<file path="src/rtl/seg_scan_decoder.sv">
// Seven-segment bus snooper: debounces each multiplexed digit,
// decodes the glyph to hex and publishes values plus an update stream.
module seg_scan_decoder #(
  parameter int NDIG   = 8,
  parameter int STABLE = 4
) (
  input  logic              clk,
  input  logic              rst,
  input  logic [7:0]        seg_n,
  input  logic [NDIG-1:0]   an_n,
  output logic [4*NDIG-1:0] digits,
  output logic [NDIG-1:0]   dp,
  output logic [NDIG-1:0]   dig_valid,
  output logic              upd_valid,
  output logic [3:0]        upd_idx,
  output logic [3:0]        upd_nib,
  input  logic              upd_ready,
  output logic              frame_pulse,
  output logic [2:0]        err,
  input  logic              err_clr
);

  typedef enum logic [1:0] {
    IDLE,
    TRACK,
    LOCKED
  } state_t;

  state_t          state;
  logic [7:0]      seg_s;
  logic [NDIG-1:0] an_s;
  logic [3:0]      lidx;
  logic [7:0]      lseg;
  logic [7:0]      cnt;
  logic [NDIG-1:0] seen;

  logic [4:0]      nz;
  logic [3:0]      sel;
  logic            legal;
  logic            multi;
  logic            same;
  logic [7:0]      cnt_inc;
  logic            commit_now;

  logic [6:0]      on;
  logic [4:0]      g;
  logic            hit;
  logic            blank;
  logic            cdp;
  logic [15:0]     vld16;
  logic [15:0]     dp16;
  logic [63:0]     dig64;
  logic            ev_new;
  logic            accept;
  logic [NDIG-1:0] cmask;
  logic [NDIG-1:0] seen_nx;

  function automatic logic [4:0] glyph(input logic [6:0] s);
    logic [4:0] r;
    case (s)
      7'b1111110: r = {1'b1, 4'h0};
      7'b0110000: r = {1'b1, 4'h1};
      7'b1101101: r = {1'b1, 4'h2};
      7'b1111001: r = {1'b1, 4'h3};
      7'b0110011: r = {1'b1, 4'h4};
      7'b1011011: r = {1'b1, 4'h5};
      7'b1011111: r = {1'b1, 4'h6};
      7'b1110000: r = {1'b1, 4'h7};
      7'b1111111: r = {1'b1, 4'h8};
      7'b1110011: r = {1'b1, 4'h9};
      7'b1110111: r = {1'b1, 4'hA};
      7'b0011111: r = {1'b1, 4'hB};
      7'b1001110: r = {1'b1, 4'hC};
      7'b0111101: r = {1'b1, 4'hD};
      7'b1001111: r = {1'b1, 4'hE};
      7'b1000111: r = {1'b1, 4'hF};
      default:    r = 5'd0;
    endcase
    return r;
  endfunction

  always_ff @(posedge clk) begin
    if (rst) begin
      seg_s <= '1;
      an_s  <= '1;
    end else begin
      seg_s <= seg_n;
      an_s  <= an_n;
    end
  end

  always_comb begin
    nz  = 5'd0;
    sel = 4'd0;
    for (int i = 0; i < NDIG; i++) begin
      if (!an_s[i]) begin
        nz  = nz + 5'd1;
        sel = 4'(i);
      end
    end
  end

  assign legal   = (nz == 5'd1);
  assign multi   = (nz > 5'd1);
  assign same    = (sel == lidx) && (seg_s == lseg);
  assign cnt_inc = cnt + 8'd1;

  assign commit_now = (state == TRACK) && legal && same &&
                      (cnt_inc == 8'(STABLE));

  always_ff @(posedge clk) begin
    if (rst) begin
      state <= IDLE;
      lidx  <= 4'd0;
      lseg  <= '1;
      cnt   <= 8'd0;
    end else begin
      unique case (state)
        IDLE: begin
          if (legal) begin
            lidx  <= sel;
            lseg  <= seg_s;
            cnt   <= 8'd1;
            state <= TRACK;
          end
        end
        TRACK: begin
          if (!legal) begin
            state <= IDLE;
          end else if (!same) begin
            lidx <= sel;
            lseg <= seg_s;
            cnt  <= 8'd1;
          end else begin
            cnt <= cnt_inc;
            if (cnt_inc == 8'(STABLE))
              state <= LOCKED;
          end
        end
        LOCKED: begin
          if (!legal) begin
            state <= IDLE;
          end else if (!same) begin
            lidx  <= sel;
            lseg  <= seg_s;
            cnt   <= 8'd1;
            state <= TRACK;
          end
        end
        default: state <= IDLE;
      endcase
    end
  end

  assign on    = ~lseg[7:1];
  assign g     = glyph(on);
  assign hit   = g[4];
  assign blank = (on == 7'd0);
  assign cdp   = ~lseg[0];
  assign vld16 = 16'(dig_valid);
  assign dp16  = 16'(dp);
  assign dig64 = 64'(digits);

  // Only a visible change of a recognised glyph is worth an event
  assign ev_new = commit_now && hit &&
                  (!vld16[lidx] ||
                   (dig64[{lidx, 2'b00} +: 4] != g[3:0]) ||
                   (dp16[lidx] != cdp));

  assign accept = upd_valid & upd_ready;

  always_comb begin
    cmask = '0;
    for (int i = 0; i < NDIG; i++)
      cmask[i] = commit_now && (lidx == 4'(i));
  end

  assign seen_nx = seen | cmask;

  always_ff @(posedge clk) begin
    if (rst) begin
      digits    <= '0;
      dp        <= '0;
      dig_valid <= '0;
    end else if (commit_now) begin
      for (int i = 0; i < NDIG; i++) begin
        if (lidx == 4'(i)) begin
          if (hit) begin
            digits[4*i +: 4] <= g[3:0];
            dp[i]            <= cdp;
            dig_valid[i]     <= 1'b1;
          end else begin
            dig_valid[i] <= 1'b0;
          end
        end
      end
    end
  end

  always_ff @(posedge clk) begin
    if (rst) begin
      upd_valid <= 1'b0;
      upd_idx   <= 4'd0;
      upd_nib   <= 4'd0;
    end else if (ev_new && (!upd_valid || accept)) begin
      upd_valid <= 1'b1;
      upd_idx   <= lidx;
      upd_nib   <= g[3:0];
    end else if (accept) begin
      upd_valid <= 1'b0;
    end
  end

  // A commit on the pulse edge belongs to the frame just closed
  always_ff @(posedge clk) begin
    if (rst) begin
      seen        <= '0;
      frame_pulse <= 1'b0;
    end else if (&seen_nx) begin
      seen        <= '0;
      frame_pulse <= 1'b1;
    end else begin
      seen        <= seen_nx;
      frame_pulse <= 1'b0;
    end
  end

  always_ff @(posedge clk) begin
    if (rst) begin
      err <= 3'd0;
    end else begin
      err <= (err_clr ? 3'd0 : err) |
             {ev_new && upd_valid && !accept,
              multi,
              commit_now && !hit && !blank};
    end
  end

endmodule

</file>
<file path="config.mk">
export PLATFORM = sky130hd
export DESIGN_NAME = seg_scan_decoder
export DESIGN_NICKNAME = d
export VERILOG_FILES = /design/src/rtl/seg_scan_decoder.sv
export SDC_FILE = /design/constraint.sdc
export NUM_CORES = 1
export LEC_CHECK = 0
export ABC_AREA = 1
export BUFFER_PORTS_ARGS = -buffer_cell sky130_fd_sc_hd__buf_2
export CORE_MARGIN = 10
export CORE_UTILIZATION = 51
export CTS_BUF_LIST = sky130_fd_sc_hd__clkbuf_16
export CTS_CLUSTER_DIAMETER = 60
export DETAILED_ROUTE_END_ITERATION = 7
export PLACE_DENSITY = 0.83
export SYNTH_ARGS = -nofsm -noshare
export SYNTH_HDL_FRONTEND = slang
export SYNTH_SLANG_ARGS = --single-unit
export TNS_END_PERCENT = 20
</file>
<file path="constraint.sdc">
create_clock -name clk -period 4.35 [get_ports clk]
set_input_delay 0.2175 -clock clk [delete_from_list [all_inputs] [get_ports clk]]
set_output_delay 0.2175 -clock clk [all_outputs]
set_load 0.005 [all_outputs]
</file>
==> impl_metrics.toml, run 1 <==
[clocking]
clk_pin_slew_ps = 70
htreeDepth = 3
insertion_delay_ps = 370
ctsLongestPathBuffers = 2
cts-root-buf = "clkbuf_16"
cts_tree = "yes"
cts-buffers-inserted = 9
cts_sinks = 105

[synth]
ys_seq_area_frac = 0.3579
synth_top_area_share = 0.3579
synth_cell_type_count = 44
yosysTopAreaCell = "dfxtp_1"
syn_inst = 862
ys_warn_count = 0
ys_ff_latch = 105
synth-main-ff-cell = "dfxtp_1"
ys_top_cells_by_area = "dfxtp_1, nand2_1, nor2_1"
synth_nets = 897
synth_edf_count = 0
syn_area_um2 = 5873
postSynth.asyncResetShare = 0
syn_avg_cell_area_um2 = 6.813

[critical_path]
required_ps = 4590
end_kind = "flop"
critPathMaxFanout = 8
path_class = "flop to flop"
cp_common_cell = "nand2_1"
slowest_stage = "dfxtp_2"
start_kind = "flop"
crit_family = "simple AND/OR/NAND/NOR gates"
r2r_setup_slack_ps = 130
crit_buf_inv = 6
cpPeakStageDelay_ps = 340
arrival_ps = 4470

[timing]
fin_skew_ps = 15.13
grt_setup_unrepaired = "yes"
fin_crit_sh = 0.9705
slew_headroom = 0.1002
hold_viol_final = 0
finalMaxSlewViolations = 0
setup_viol = 0
worstMarginPinSlew_ps = 1348
fmax_mhz = 236.9
finalCriticalPeriod_ps = 4222

[route]
drtAntennaViolNets = 0
wl_per_cell_um = 15.66
drc = 0
wl_met1_um = 7224
vias = 6104
wl_met2_um = 8086
viasPerCell = 5.504
met3_length_um = 1620
firstDrtPassIters = 5
top_layer = "met4"
drt-total-wl_um = 17370
drtIter0Drc = 703

[global_routing]
antenna_found_initial = 0
gr-usage-all-layers = 0.2027
grt_pass1_vias = 5623
grt_max_degree = 55
gr-total-overflow = 0
grt_pass1_wl_um = 27250

[cells_and_area]
finalInstanceArea_um2 = 7041
final_common_cell = "nand2_1"
instances_no_fill = 1109
fin_nets = 996
final_cell_mix = "nand2_1, nor2_1, inv_1, dfxtp_1, buf_2"
area_growth_pct = 19.88
drive_gt1_frac = 0.2567
antenna_cells = 0

[place]
post-place-cells = 1075
gp_congestion = 0.9553
place_area_um2 = 6456
port_buffers = 79
hpwl_um = 12330

[power]
power_uw = 3000
ir_worst_vdd_uv = 340.9
power_leakage_uw = 0.003307
pwr_density_cell_nw_per_um2 = 426.0

[die]
die_w_um = 127.3
core-area_um2 = 11370
initial_core_util = 0.5166
dieArea_um2 = 16210
num_io_pins = 81
fp.dieH_um = 127.3
rows = 39

[min_path]
hp-class = "input port to flop"

[flow_run]
drv_cap = 0

[run_status]
status = "finished clean"
[final timing paths]
path	from	end	cells after the start
min reg2reg	err[0]	err[0]	2
max	an_s[0]	cnt[5]	29
max reg2reg	an_s[0]	cnt[5]	29
min	an_n[2]	an_s[2]	2
[synthesized netlist by cell type, types with 8 or more instances]
library cell / n
a21oi_1: 58
clkbuf_1: 16
dfxtp_1: 105
ha_1: 15
inv_1: 109
inv_2: 8
nand2_1: 151
nand2_2: 19
nand2_4: 9
nand3_1: 24
nand3_2: 8
nand4_1: 17
nor2_1: 133
nor2_2: 10
nor3_1: 17
nor4_1: 9
o21ai_0: 66
o22ai_1: 16
or2_2: 21
xor2_1: 10
[power by group]
group,switching (uW),internal (uW)
Clock,383,447
Sequential,99.7,1040
Combinational,674,354
Total,1160,1840
[routing by layer]
metal / vias to the layer above / track usage
li1: 2984 / -
met1: 2776 / 0.2567
met2: 303 / 0.3191
met3: 41 / 0.05749
met4: 0 / 0.07837
met5: - / 0
[sequential cells by signal (all words and copies together), names as in the netlist, 4 cells and up]
name and cells:
seen 8, digits 32, seg_s 8, dig_valid 8
lseg 8, upd_nib 4, an_s 8, dp 8
cnt 8
[cell type report]
| cell class | count | area (um2) |
|---|---|---|
| multi-input cells | 615 | 3352 |
| repair buffers | 110 | 660.6 |
| flip-flops and latches | 105 | 2105 |
| clock inverters | 7 | 68.82 |
| well taps | 143 | 178.9 |
| fillers | 995 | 4329 |
| clock buffers | 9 | 225.2 |
| inverters | 120 | 450.4 |
[metrics by stage]
| step | TNS (ps) | setup slack (ps) | utilization | hold WS, ps |
|---|---|---|---|---|
| floorplan | 0 | 214.6 | - | 321.3 |
| global placement | -188.9 | -33.75 | 0.5678 | 399.9 |
| detailed placement | -2425 | -127.2 | 0.5678 | 401.9 |
| CTS | 0 | 16.97 | 0.6002 | 26.99 |
| global route | -4099 | -127.6 | 0.6192 | 25.91 |
| finish | 0 | 128.4 | 0.6192 | 29.41 |
[logic make-up (layout without fill, tap and decap cells)]
| family | after synthesis | count (layout) | share of synthesized area |
|---|---|---|---|
| AOI/OAI and AO/OA | 155 | 155 | 0.1408 |
| other | 1 | 1 | 0.0006385 |
| DFF | 105 | 105 | 0.3579 |
| xor gates and xnor gates | 13 | 13 | 0.02067 |
| buffers and inverters | 145 | 246 | 0.09991 |
| and+or+nand+nor | 428 | 431 | 0.3481 |
| adders and majority gates | 15 | 15 | 0.03196 |
[repair_timing]
| item | 4_1_cts | 5_1_grt |
|---|---|---|
| hold buffers | 0 | 0 |
| pin swaps | 6 | 25 |
| buffers inserted | 4 | 11 |
| hold endpoints to repair | 0 | 0 |
| gates resized for setup | 9 | 52 |
| gates cloned | 2 | 1 |
| endpoints found under the setup margin | 49 | 88 |
Note: power is estimated with default switching activity, not from simulation.
==> run 2: changes to the inputs <==
--- a/config.mk
+++ b/config.mk
@@ -13,6 +13,7 @@
 export CTS_CLUSTER_DIAMETER = 60
 export DETAILED_ROUTE_END_ITERATION = 7
 export PLACE_DENSITY = 0.83
+export SETUP_SLACK_MARGIN = 0.5
 export SYNTH_ARGS = -nofsm -noshare
 export SYNTH_HDL_FRONTEND = slang
 export SYNTH_SLANG_ARGS = --single-unit
==> impl_metrics.toml, run 2 (synthesized netlist as in run 1, its figures left out) <==
[critical_path]
path_class = "flop to flop"
slowest_stage = "dfxtp_2"
crit_family = "simple AND/OR/NAND/NOR gates"
start_kind = "flop"
crit_buf_inv = 5
cpPeakStageDelay_ps = 350
required_ps = 4650
end_kind = "flop"
arrival_ps = 4740
critPathMaxFanout = 6

[global_routing]
gr-usage-all-layers = 0.2118
antenna_found_initial = 1
use_met1 = 0.2670
grt_pass1_wl_um = 28690
grt_pass1_vias = 5832
met2_usage = 0.3406
grt_use_met3 = 0.05418
top_usage_layer = "met2"
gr-total-overflow = 0
grt_max_degree = 54

[die]
fp.dieH_um = 127.3
num_io_pins = 81
die_w_um = 127.3
core-area_um2 = 11370
rows = 39
dieArea_um2 = 16210
initial_core_util = 0.5166

[cells_and_area]
final_cell_mix = "nand2_1, nor2_1, dfxtp_1"
fin_nets = 1012
antenna_cells = 0
regMostFlops = "digits"
area_growth_pct = 26.08
num-fill-cells = 929
largest_reg_flops = 32
drive_gt1_frac = 0.2984

[timing]
slew_headroom = 0.5000
worstMarginPinSlew_ps = 749.2
finalCriticalPeriod_ps = 4436
setup_viol = 19
fin_hold_ws_ps = 34.62
hold_viol_final = 0
layout_setup_ws_ps = -85.85
grt_setup_unrepaired = "yes"
fin_skew_ps = 11.87
fmax_mhz = 225.4
finalMaxSlewViolations = 0
fin_crit_sh = 1.020

[route]
vias = 6356
wl_per_cell_um = 17.19
viasPerCell = 5.650
drc = 0
firstDrtPassIters = 7
drtIter0Drc = 747
drtAntennaViolNets = 0
drt-total-wl_um = 19340

[clocking]
ctsLongestPathBuffers = 2
insertion_delay_ps = 360
cts-root-buf = "clkbuf_16"
htreeDepth = 3
cts_tree = "yes"
cts-buffers-inserted = 9
cts_sinks = 105
clk_pin_slew_ps = 80
holdBufCountCts = 0

[run_status]
status = "finished, violations left"
violations = "setup timing"

[place]
gp_congestion = 0.9515
hpwl_um = 12280
dp_worst_setup_slack_ps = 13.80
port_buffers = 79

[power]
pwr_density_cell_nw_per_um2 = 421.4
power.switching_uw = 1238
ir_worst_vdd_uv = 280.9
seqPwrFrac = 0.367
clockPowerShare = 0.271
power_leakage_uw = 0.003490
internal_power_uw = 1882
p_comb_frac = 0.362
swShare = 0.3968

[min_path]
hp-class = "input port to flop"

[flow_run]
drv_cap = 0
run 2: cell count changes in the layout (fill, tap and decap cells not counted), sizes merged:
cell | before | now
clkbuf | 9 | 10
buf | 110 | 127
inv | 120 | 121
nand2 | 180 | 179
nor2 | 147 | 145
run 2: power groups by stage:
stage	Combinational [uW]	Clock, uW	Sequential (uW)
2_1_floorplan	716	0	1120
3_3_place_gp	862	0	1160
3_5_place_dp	875	0	1160
4_1_cts	968	850	1140
5_1_grt	1230	883	1160
6_report	1130	845	1150
run 2: final cells by class:
class | instances | area, um2 | share of cell area
inverters | 120 | 470.5 | 0.06353
well taps | 143 | 178.9 | 0.02416
clock buffers | 9 | 225.2 | 0.03042
multi-input cells | 612 | 3493 | 0.4718
repair buffers | 128 | 840.8 | 0.1136
repair inverters | 1 | 11.26 | 0.001521
flip-flops and latches | 105 | 2105 | 0.2842
clock inverters | 7 | 80.08 | 0.01081
run 2: timing repair:
action | 4_1_cts | 5_1_grt
pin swaps | 18 | 33
setup endpoints to repair | 88 | 88
buffers inserted | 30 | 13
resized for setup | 30 | 74
cloned | 2 | 1
hold endpoints to repair | 0 | 0
run 2: worst paths after layout:
path	start	end	slack, ps	cells after the start
worst max-delay path	an_s[0]	digits[10]	-90	31
worst min-delay path	an_n[2]	an_s[2]	30	2
worst max register to register	an_s[0]	digits[10]	-90	31
worst min register to register	err[0]	err[0]	460	2
run 2: through the flow:
stage | util | area, um2 | power (uW) | cells | setup TNS, ps
after floorplan | - | 5923 | 1840 | 862 | 0
after global placement | 0.5632 | 6404 | 2021 | 1063 | 0
after detailed placement | 0.5632 | 6404 | 2036 | 1063 | 0
after CTS | 0.6225 | 7078 | 2957 | 1111 | 0
after global routing | 0.6513 | 7405 | 3273 | 1125 | -14170
final | 0.6513 | 7405 | 3120 | 1125 | -745.8
run 2: per-layer routing:
metal	vias to the layer above	wire length, um
li1	3006	-
met1	2894	7598
met2	385	9169
met3	71	1886
met4	0	690
met5	-	0
==> run 3: changes to the inputs <==
--- a/config.mk
+++ b/config.mk
@@ -6,13 +6,13 @@
 export NUM_CORES = 1
 export LEC_CHECK = 0
 export ABC_AREA = 1
-export BUFFER_PORTS_ARGS = -buffer_cell sky130_fd_sc_hd__buf_2
 export CORE_MARGIN = 10
-export CORE_UTILIZATION = 51
+export CORE_UTILIZATION = 35
 export CTS_BUF_LIST = sky130_fd_sc_hd__clkbuf_16
 export CTS_CLUSTER_DIAMETER = 60
 export DETAILED_ROUTE_END_ITERATION = 7
-export PLACE_DENSITY = 0.83
+export DONT_BUFFER_PORTS = 1
+export PLACE_DENSITY = 0.59
 export SETUP_SLACK_MARGIN = 0.5
 export SYNTH_ARGS = -nofsm -noshare
 export SYNTH_HDL_FRONTEND = slang
==> impl_metrics.toml, run 3 (synthesized netlist as in run 1, its figures left out) <==
[route]
vias = 5896
wl_per_cell_um = 16.49
drt-total-wl_um = 19100
drtIter0Drc = 562
drtAntennaViolNets = 0
viasPerCell = 5.092
drc = 0
firstDrtPassIters = 5

[global_routing]
grt_max_degree = 55
gr-usage-all-layers = 0.1664
grt_pass1_wl_um = 29880
gr-total-overflow = 0
antenna_found_initial = 1
grt_pass1_vias = 5446

[place]
port_buffers = 0
post-place-cells = 1062
gp_congestion = 0.8896
dp_worst_setup_slack_ps = 65.06
hpwl_um = 13190

[timing]
setup_viol = 0
fin_crit_sh = 0.9565
fmax_mhz = 240.3
hold_viol_final = 0
fin_setup_tns_ps = 0
finalCriticalPeriod_ps = 4161
worstMarginPinSlew_ps = 643.8
slew_headroom = 0.5692
fin_skew_ps = 13.61
grt_setup_unrepaired = "yes"
finalMaxSlewViolations = 0
layout_setup_ws_ps = 189.1
fin_hold_ws_ps = 54.58

[clocking]
cts-root-buf = "clkbuf_16"
cts-buffers-inserted = 9
cts_sinks = 105
htreeDepth = 3
insertion_delay_ps = 370
cts_tree = "yes"
clk_pin_slew_ps = 80
ctsLongestPathBuffers = 2

[power]
pwr_density_cell_nw_per_um2 = 419.4
power_leakage_uw = 0.003224
ir_worst_vdd_uv = 281.2

[critical_path]
path_class = "flop to flop"
critPathMaxFanout = 5
arrival_ps = 4470
crit_buf_inv = 7
critical_path_cell_count = 32
cp_common_cell = "nand2_2"
r2r_cells = 32
required_ps = 4660
cpPeakStageDelay_ps = 340
crit_family = "simple AND/OR/NAND/NOR gates"
slowest_stage = "dfxtp_2"
start_kind = "flop"
end_kind = "flop"

[cells_and_area]
largest_reg_flops = 32
instances_no_fill = 1158
final_core_util = 0.4556
area_growth_pct = 28.18
final_common_cell = "nand2_1"
final_cell_mix = "nand2_1, nor2_1, dfxtp_1"
drive_gt1_frac = 0.2487
fin_nets = 967
regMostFlops = "digits"

[min_path]
hp-class = "input port to flop"
holdPathStages = 3

[die]
rows = 47
fp.dieH_um = 149.5
dieArea_um2 = 22360
die_w_um = 149.5
initial_core_util = 0.3554
num_io_pins = 81
core-area_um2 = 16520

[run_status]
status = "finished clean"

[flow_run]
drv_cap = 0
==> run 3: cell count changes in the layout (fill, tap and decap cells not counted), sizes merged <==
cell,delta
clkinvlp,-1
dlygate4sd3,+33
diode,+1
bufinv,+1
clkinv,+1
buf,-79
nor2,+2
inv,-2
==> run 3: area by class of cell <==
type,count,area [um2]
Clock buffer,9,225.2
Antenna cell,1,2.502
Tap cell,220,275.3
Inverter,120,462.9
Multi-Input combinational cell,614,3597
Clock inverter,7,112.6
Fill cell,1639,8996
Timing Repair Buffer,82,748.2
Sequential cell,105,2105
==> run 3: where the power goes <==
part,total [uW],leakage [uW],switching [uW],internal [uW]
clock,942,0.000166,424,519
combinational,1070,0.00220,699,376
sequential,1140,0.000854,98.4,1040
==> run 3: worst paths after layout <==
| kind | to | start | slack [ps] |
|---|---|---|---|
| setup / recovery | digits[2] | an_s[1] | 190 |
| hold / removal | err[2] | err_clr | 50 |
| setup reg to reg | digits[2] | an_s[1] | 190 |
| hold reg to reg | cnt[7] | cnt[7] | 490 |
==> run 3: metrics by stage <==
| stage | power [uW] | instance area (um2) |
|---|---|---|
| floorplan | 1840 | 5923 |
| global placement | 2040 | 6112 |
| detailed placement | 2040 | 6112 |
| CTS | 3047 | 7161 |
| global route | 3347 | 7528 |
| finish | 3158 | 7528 |
==> run 3: worst min-delay path, stage by stage <==
cell	delay, ps
inv_1	40
nand2_1	70
a21oi_2	40
==> run 3: routing by layer <==
metal / vias to the layer above / wire length [um] / share of wire / global-route usage
met5: - / 0 / 0 / 0
met4: 0 / 493 / 0.026 / 0.05790
met3: 35 / 1488 / 0.078 / 0.04831
met2: 192 / 8838 / 0.46 / 0.2535
met1: 2738 / 8274 / 0.43 / 0.2189
li1: 2931 / - / - / -
==> run 3: repair_timing <==
item	CTS	global route
pin swaps	29	62
endpoints found under the hold margin	53	36
endpoints found under the setup margin	88	88
resized for setup	39	80
cloned	2	1
hold buffers	32	2
buffers inserted	34	8
